`config.mk`:
```
export PLATFORM = sky130hd
export DESIGN_NAME = ofdm_remove_cp
export DESIGN_NICKNAME = d
export VERILOG_FILES = /design/src/rtl/ofdm_pkg.sv /design/src/rtl/ofdm_sym_counter.sv /design/src/rtl/ofdm_remove_cp.sv
export SDC_FILE = /design/constraint.sdc
export NUM_CORES = 1
export LEC_CHECK = 0
export ABC_AREA = 1
export CORE_MARGIN = 2
export CORE_UTILIZATION = 45
export DETAILED_ROUTE_END_ITERATION = 6
export PLACE_DENSITY = 0.76
export SLEW_MARGIN = 20
export SYNTH_ARGS = -nofsm -noshare
export SYNTH_HDL_FRONTEND = slang
export SYNTH_SLANG_ARGS = --single-unit
```
`constraint.sdc`:
```
create_clock -name clk -period 2.2 [get_ports clk]
set_clock_uncertainty 0.2 [all_clocks]
set_input_delay 0.33 -clock clk [delete_from_list [all_inputs] [get_ports clk]]
set_output_delay 0.33 -clock clk [all_outputs]
set_load 0.1 [all_outputs]
```
`src/rtl/ofdm_pkg.sv`:
```
// Shared types and helpers for the OFDM cyclic-prefix remover.
// Holds state encoding, counter width and symbol boundary helpers.
package ofdm_pkg;

   // Symbol position counter width.
   localparam int CNT_W = 16;

   typedef logic [CNT_W-1:0] pos_t;

   typedef enum logic [1:0] {
      IDLE    = 2'd0,
      SKIP_CP = 2'd1,
      PASS    = 2'd2
   } state_t;

   // Boundary decodes of the current position, all combinational.
   typedef struct packed {
      logic is_cp;
      logic is_first;
      logic is_last;
      logic cp_end;
      logic at_zero;
   } pos_flags_t;

   // First useful position: CP_BOUND = CP_LENGHT.
   function automatic pos_t cp_bound(
      input int cp
   );
      return pos_t'(cp);
   endfunction

   // Last position: LAST_POS = SYMBOLS_SIZE + CP_LENGHT - 1.
   function automatic pos_t last_pos(
      input int sym,
      input int cp
   );
      return pos_t'(sym + cp - 1);
   endfunction

endpackage

```
`src/rtl/ofdm_sym_counter.sv`:
```
// Position-within-symbol counter with boundary decodes.
// Ports: clk, reset (async low), restart (load CP sample 0),
//        step (advance one sample), flags (is_cp/first/last/...).
module ofdm_sym_counter
   import ofdm_pkg::*;
#(
   parameter int SYMBOLS_SIZE = 256,
   parameter int CP_LENGHT    = 8
) (
   input  logic       clk,
   input  logic       reset,
   input  logic       restart,
   input  logic       step,
   output pos_flags_t flags
);

   localparam pos_t CP_BOUND =
      cp_bound(CP_LENGHT);
   localparam pos_t LAST_POS =
      last_pos(SYMBOLS_SIZE, CP_LENGHT);
   localparam pos_t CP_END =
      CP_BOUND - pos_t'(1);

   pos_t pos_q;
   pos_t pos_d;

   always_comb begin
      flags.is_cp    = (pos_q < CP_BOUND);
      flags.is_first = (pos_q == CP_BOUND);
      flags.is_last  = (pos_q == LAST_POS);
      flags.cp_end   = (pos_q == CP_END);
      flags.at_zero  = (pos_q == '0);
   end

   // The restarting sample is CP sample 0, so the
   // following one sits at position 1.
   always_comb begin
      pos_d = pos_q;
      unique case (1'b1)
         restart:
            pos_d = pos_t'(1);
         step && flags.is_last:
            pos_d = '0;
         step && !flags.is_last:
            pos_d = pos_q + pos_t'(1);
         default: ;
      endcase
   end

   always_ff @(posedge clk or negedge reset) begin
      if (!reset) begin
         pos_q <= '0;
      end else begin
         pos_q <= pos_d;
      end
   end

endmodule

```
`src/rtl/ofdm_remove_cp.sv`:
```
// Receive-side cyclic-prefix remover: drops CP_LENGHT samples
// and forwards SYMBOLS_SIZE useful samples per OFDM symbol.
// Ports: clk, reset (async low), in_data_en/i/q, in_sym_start,
//        output_en, out_data_i/q, out_sym_start, out_sym_last,
//        sym_error (one-cycle early-start abort pulse).
module ofdm_remove_cp
   import ofdm_pkg::*;
#(
   parameter int DATA_SIZE    = 16,
   parameter int SYMBOLS_SIZE = 256,
   parameter int CP_LENGHT    = 8,
   parameter int CONTINUOUS   = 1
) (
   input  logic                 clk,
   input  logic                 reset,
   input  logic                 in_data_en,
   input  logic [DATA_SIZE-1:0] in_data_i,
   input  logic [DATA_SIZE-1:0] in_data_q,
   input  logic                 in_sym_start,
   output logic                 output_en,
   output logic [DATA_SIZE-1:0] out_data_i,
   output logic [DATA_SIZE-1:0] out_data_q,
   output logic                 out_sym_start,
   output logic                 out_sym_last,
   output logic                 sym_error
);

   // With a one-sample prefix the start sample already
   // completes the CP, so forwarding begins right after it.
   localparam state_t START_NEXT =
      (CP_LENGHT == 1) ? PASS : SKIP_CP;
   localparam state_t WRAP_NEXT =
      (CONTINUOUS != 0) ? SKIP_CP : IDLE;

   state_t     state;
   pos_flags_t flags;
   logic       restart;
   logic       step;

   assign restart = in_data_en & in_sym_start;
   assign step    = in_data_en & ~in_sym_start
                  & (state != IDLE);

   ofdm_sym_counter #(
      .SYMBOLS_SIZE (SYMBOLS_SIZE),
      .CP_LENGHT    (CP_LENGHT)
   ) u_cnt (
      .clk     (clk),
      .reset   (reset),
      .restart (restart),
      .step    (step),
      .flags   (flags)
   );

   always_ff @(posedge clk or negedge reset) begin
      if (!reset) begin
         state         <= IDLE;
         output_en     <= 1'b0;
         out_data_i    <= '0;
         out_data_q    <= '0;
         out_sym_start <= 1'b0;
         out_sym_last  <= 1'b0;
         sym_error     <= 1'b0;
      end else begin
         output_en     <= 1'b0;
         out_sym_start <= 1'b0;
         out_sym_last  <= 1'b0;
         sym_error     <= 1'b0;
         if (restart) begin
            // Position 0 is a legal boundary; anything
            // else means the current symbol is cut short.
            sym_error <= (state != IDLE)
                       && !flags.at_zero;
            state     <= START_NEXT;
         end else if (step) begin
            unique case (state)
               SKIP_CP: begin
                  if (flags.cp_end)
                     state <= PASS;
               end
               PASS: begin
                  if (!flags.is_cp) begin
                     output_en     <= 1'b1;
                     out_data_i    <= in_data_i;
                     out_data_q    <= in_data_q;
                     out_sym_start <= flags.is_first;
                     out_sym_last  <= flags.is_last;
                  end
                  if (flags.is_last)
                     state <= WRAP_NEXT;
               end
               default: state <= IDLE;
            endcase
         end
      end
   end

endmodule
```
-- Word level (Yosys, flattened, before mapping)
Index checks and enable logic that the tools add are counted.
- $add $sub $neg: 1
- order comparisons: 1
- equality and inequality tests: 7
- muxes and demuxes: 19
- bitwise logic cells: 6
- reductions and logical operators: 11
- operators by type and width (kind ; count):
    16-bit one-hot mux with 3 select lines ; 1
    16-bit by 1-bit adder with 16-bit output (second input constant) ; 1
    16-bit by 3-bit == test with 1-bit output (second input constant) ; 1
    16-bit by 4-bit == test with 1-bit output (second input constant) ; 1
    16-bit by 9-bit == test with 1-bit output (second input constant) ; 1
    16-bit zero test ; 1
    16-bit by 4-bit less-than comparator with 1-bit output (second input constant) ; 1
    1-bit two-way mux ; 13
    2-bit two-way mux ; 4
    3-bit inequality test (second input constant) ; 2
    2-bit one-hot mux with 2 select lines ; 1
    4-bit AND reduction ; 1
    2-bit nonzero test ; 2
    1-bit AND ; 3
    1-bit logical AND ; 3
    1-bit NOT ; 3
    3-bit AND reduction ; 1
    3-bit nonzero test ; 1
    2-bit by 1-bit == test with 1-bit output (second input constant) ; 1
    2-bit == test (second input constant) ; 1
    1-bit zero test ; 2
- register bits after elaboration: 54
- logic and storage cells: 53

-- Logic depth before layout (Yosys ltp)
- word-level depth: 5
- gate-level depth with buffers: 10
- gate-level depth less buffers: 9

-- Cells and area by module
From an unflattened synthesis, not the netlist that was laid out.
- cell total of the unflattened synthesis: 345
- area total of the unflattened synthesis: 2650.0 um^2
- by module, submodules not included (module ; times used ; cells each ; area each (um^2) ; seq. area each (um^2)):
    ofdm_remove_cp ; 1 ; 178 ; 1530.2 ; 950.9
    ofdm_sym_counter ; 1 ; 167 ; 1119.8 ; 400.4

-- Least setup slack after synthesis
No wires, ideal clock.
- kind: register -> register
- start: register u_cnt.pos_q[0]
- end: register u_cnt.pos_q[15]
- setup time: 0.119 ns
- data arrival time: 1.284 ns
- setup slack: 0.597 ns
- stages on the path, launching flop included: 10
- buffers on the path: 1
- clock period less this slack: 1.603 ns
- cells stage by stage: dfrtp_1 ha_1 nand3_1 nor2_1 nand2_1 nand2_1 buf_4 nand2_1 nand2_1 nor2_1
- word-level cells in the longest chain between the ends: 4
- elaborated cells on any way between the ends: 7
- ends and longest elaborated chain (element ; line ; RTL):
    start, declared ; ofdm_sym_counter.sv:24 ; pos_t pos_q;
    start signal, assigned ; ofdm_sym_counter.sv:54 ; pos_q <= pos_d;
    branches (longest 4 deep; another with 16-bit by 1-bit adder with 16-bit output) ; -- ;
Parallel ways; which one is timed is not known.
A chain may end at the register's enable or synchronous reset.

-- Final worst setup path
- start: register u_cnt.pos_q[11]
- end: register out_data_i[15]
- word-level cells in the longest chain between the ends: 3
- ends and longest elaborated chain (element ; line ; RTL):
    16-bit by 4-bit less-than comparator with 1-bit output ; ofdm_sym_counter.sv:28 ; flags.is_cp = (pos_q < CP_BOUND);
    1-bit NOT (no source line) ; -- ;
    4-bit AND reduction (no source line) ; -- ;
    end signal, assigned ; ofdm_remove_cp.sv:84 ; out_data_i <= in_data_i;
    end, declared ; ofdm_remove_cp.sv:21 ; output logic [DATA_SIZE-1:0] out_data_i,
Every way passes these cells.

==> results.sh <==
export IMPL_status="finished clean"
export IMPL_fmax_mhz=548
export IMPL_crit_path_top_delay_cell="dfrtp_1"
export IMPL_final_cell_area_mm2=0.00339
export IMPL_arrival_ns=1.83
export IMPL_grt_max_degree=35
export IMPL_worstPathBufferInverterCount=1
export IMPL_synth_compound_area_frac=0.0353
export IMPL_fin_cells=462
export IMPL_chipWidth_um=79.8
export IMPL_first_pass_iters=5
export IMPL_place_port_buffers=71
export IMPL_holdPathStages=2
export IMPL_synthMuxAreaShare=0
export IMPL_cts_resized=0
export IMPL_cts_root_buffer="clkbuf_8"
export IMPL_numPlacedInstances=453
export IMPL_clkPwrFrac=0.235
export IMPL_syn_to_final_growth_pct=31.0
export IMPL_use_met3=0.0419
export IMPL_cpLargestDelayFamily="simple AND/OR/NAND/NOR gates"
export IMPL_synth_seq_area_share=0.522
export IMPL_cp_depth=7
export IMPL_viasPerCell=5.02
export IMPL_first_global_vias=2155
export IMPL_ant_nets=0
export IMPL_pwr_density_cell_mw_per_mm2=840
export IMPL_cts_htree_levels=2
export IMPL_netlist_area_leader_share=0.522
export IMPL_grt_pass1_wl_um=9910
export IMPL_p_comb_frac=0.358
export IMPL_start_kind="flop"
export IMPL_busiest_layer="met2"
export IMPL_p_leak_nw=1.76
export IMPL_period_share=0.829
export IMPL_power_mw=2.85
export IMPL_crit_chain="nor2_2 -> nand2_1 -> nor3_4 -> nand2_4 -> buf_4 -> nand3_1 -> nand2_1"
export IMPL_crit_path_max_fanout=24
export IMPL_initial_core_util=0.467
export IMPL_synth_xor_area_frac=0.0271
export IMPL_avgSynthCellArea_um2=8.22
export IMPL_globalplace_congestion=0.894
export IMPL_setup_viol=0
export IMPL_slew_viol_final=0
export IMPL_drive_above_1_share=0.149
export IMPL_dieArea_mm2=0.00638
export IMPL_rows=27
export IMPL_met2_usage=0.326
export IMPL_utilization=0.612
export IMPL_fin_hold_ws_ns=0.280
export IMPL_placed_area_mm2=0.00327
export IMPL_post_place_ws_ns=0.233
export IMPL_crit_path_start="u_cnt.pos_q[11]"
export IMPL_ir_worst_vdd_v=0.000539
export IMPL_grtUsageMet1=0.265
export IMPL_reg2reg_depth=7
export IMPL_finalHoldViolCount=0
export IMPL_cts_buffer_depth=2
export IMPL_synth_top_family_by_area="simple AND/OR/NAND/NOR gates"
export IMPL_drv_cap=0
export IMPL_synth_area_leaders="dfrtp_1, nand2_1, nand3_1, nor2_1, inv_1"
export IMPL_n_antenna_cell=0
export IMPL_synthDistinctLibCells=25
export IMPL_clk_pin_slew_ns=0.09
export IMPL_drc=0
export IMPL_fp_dieH_um=79.8
export IMPL_final_setup_tns_ns=0
export IMPL_cts_tree="built"
export IMPL_synth_top_area_cell="dfrtp_1"
export IMPL_drt_iter0_drc=88
export IMPL_fin_ws_ns=0.376
export IMPL_syn_area_mm2=0.00259
export IMPL_path_class="flop to flop"
export IMPL_crit_required_ns=2.20
export IMPL_clock_latency_ns=0.31
export IMPL_hp_class="flop to flop"
export IMPL_coreArea_mm2=0.00554
export IMPL_synthCells=315
export IMPL_maxSlewHeadroom=0.608
export IMPL_switchingPower_mw=1.17
export IMPL_nNetsFinal=427
export IMPL_synthAdderAreaFrac=0.00967
export IMPL_p_seq_frac=0.407
export IMPL_numCtsBuffers=5
export IMPL_r2r_start="u_cnt.pos_q[11]"
export IMPL_cp_slowest_stage_delay_ns=0.45
export IMPL_synth_simple_area_share=0.345
export IMPL_worst_path_most_repeated_cell="nand2_1"
export IMPL_synthesis_nets=353
export IMPL_num_io_pins=72
export IMPL_tightest_slew_ns=0.588
export IMPL_vias=2318
export IMPL_synth_seq_cells=54
export IMPL_overflow=0
export IMPL_switching_share=0.411
export IMPL_wl_um=5960
export IMPL_cts_sinks=54
export IMPL_grt_setup_unrepaired="false"
export IMPL_post_drt_wl_per_cell_um=12.9
export IMPL_antenna_found_initial=0
export IMPL_place_hpwl_um=4430
export IMPL_period_needed_ns=1.82
export IMPL_end_kind="flop"
export IMPL_track_usage=0.196
export IMPL_yosys_warnings=0
export IMPL_min_from="out_data_q[3]"
export IMPL_p_int_mw=1.68
## registers in the layout, indices dropped and copies added, names as in the netlist
signal	count
sym_error	1
out_sym_last	1
out_data_q	16
u_cnt.pos_q	16
state	2
output_en	1
out_sym_start	1
out_data_i	16
## power groups by stage
stage	Sequential, mW	Combinational (mW)	Clock [mW]
after floorplan	1.68	0.235	0
after global placement	1.17	1.02	0
after detailed placement	1.18	1.02	0
after CTS	1.16	1.03	0.690
after global routing	1.17	1.09	0.730
final	1.16	1.02	0.669
## kinds of logic (layout without fill, tap and decap cells)
group | after synthesis | after routing
AND/OR/NAND/NOR | 203 | 203
AO/OA/AOI/OAI | 17 | 17
flip-flops | 54 | 54
adder cells (fa/ha/maj) | 2 | 2
buffers and inverters | 31 | 106
XOR/XNOR | 8 | 8
## worst paths after layout
check / to / slack (ns)
setup / recovery: out_data_i[15] / 0.38
hold / removal: out_data_q[3] / 0.28
setup reg to reg: out_data_i[15] / 0.38
hold reg to reg: out_data_q[3] / 0.28
max in group asynchronous: out_data_i[8] / 0.89
min in group asynchronous: u_cnt.pos_q[2] / 0.35
## layout make-up
| class | count | area (um2) |
|---|---|---|
| clock buffer | 5 | 68.8 |
| clock inverter | 3 | 43.8 |
| fill | 490 | 2150 |
| inverter | 20 | 75.1 |
| multi-input combinational | 230 | 1080 |
| sequential | 54 | 1350 |
| tap | 72 | 90.1 |
| timing repair buffer | 78 | 683 |
## per-layer routing
metal  routed length [um]  part of all wire  vias to the layer above
met3                  483             0.081                        7
met2                 2760              0.46                       77
met4                   52            0.0087                        0
met1                 2660              0.45                     1082
li1                     -                 -                     1152
met5                    0                 0                        -
## placed cells by master (no fill, tap or decap), drive strengths merged, types with 4 or more instances in the layout
cell,count
nor2,30
o22ai,4
inv,20
buf,43
nand3,42
xor2,7
clkdlybuf4s50,34
nand4,6
dfrtp,54
clkbuf,5
nand2,121
o21ai,11
## repair_timing
action                                 CTS  global route
hold buffers                             1             0
endpoints found under the hold margin   23             0
setup endpoints to repair                0             0
setup buffers                            0             0
## worst register-to-register path: cells and delay by family, from the launching register on
kind	cells	cell delay, ns
and+or+nand+nor	6	0.85
DFF	1	0.45
buffers and inverters	1	0.25
## cells in the mapped netlist
| library cell | number |
|---|---|
| nand2_4 | 1 |
| nand4_1 | 6 |
| nand3_1 | 42 |
| nor2_2 | 2 |
| and3_1 | 1 |
| nand2_8 | 1 |
| o21ai_0 | 11 |
| inv_1 | 18 |
| buf_2 | 4 |
| xnor2_1 | 1 |
| ha_1 | 2 |
| nor3_4 | 1 |
| nor2_1 | 27 |
| buf_6 | 3 |
| a21oi_1 | 1 |
| dfrtp_1 | 54 |
| nor3_1 | 2 |
| nand2_1 | 119 |
| a31oi_1 | 1 |
| inv_2 | 1 |
| clkinv_1 | 1 |
| xor2_1 | 7 |
| o22ai_1 | 4 |
| nor2_8 | 1 |
| buf_4 | 4 |
No activity file was read; power rests on OpenSTA's default activity.
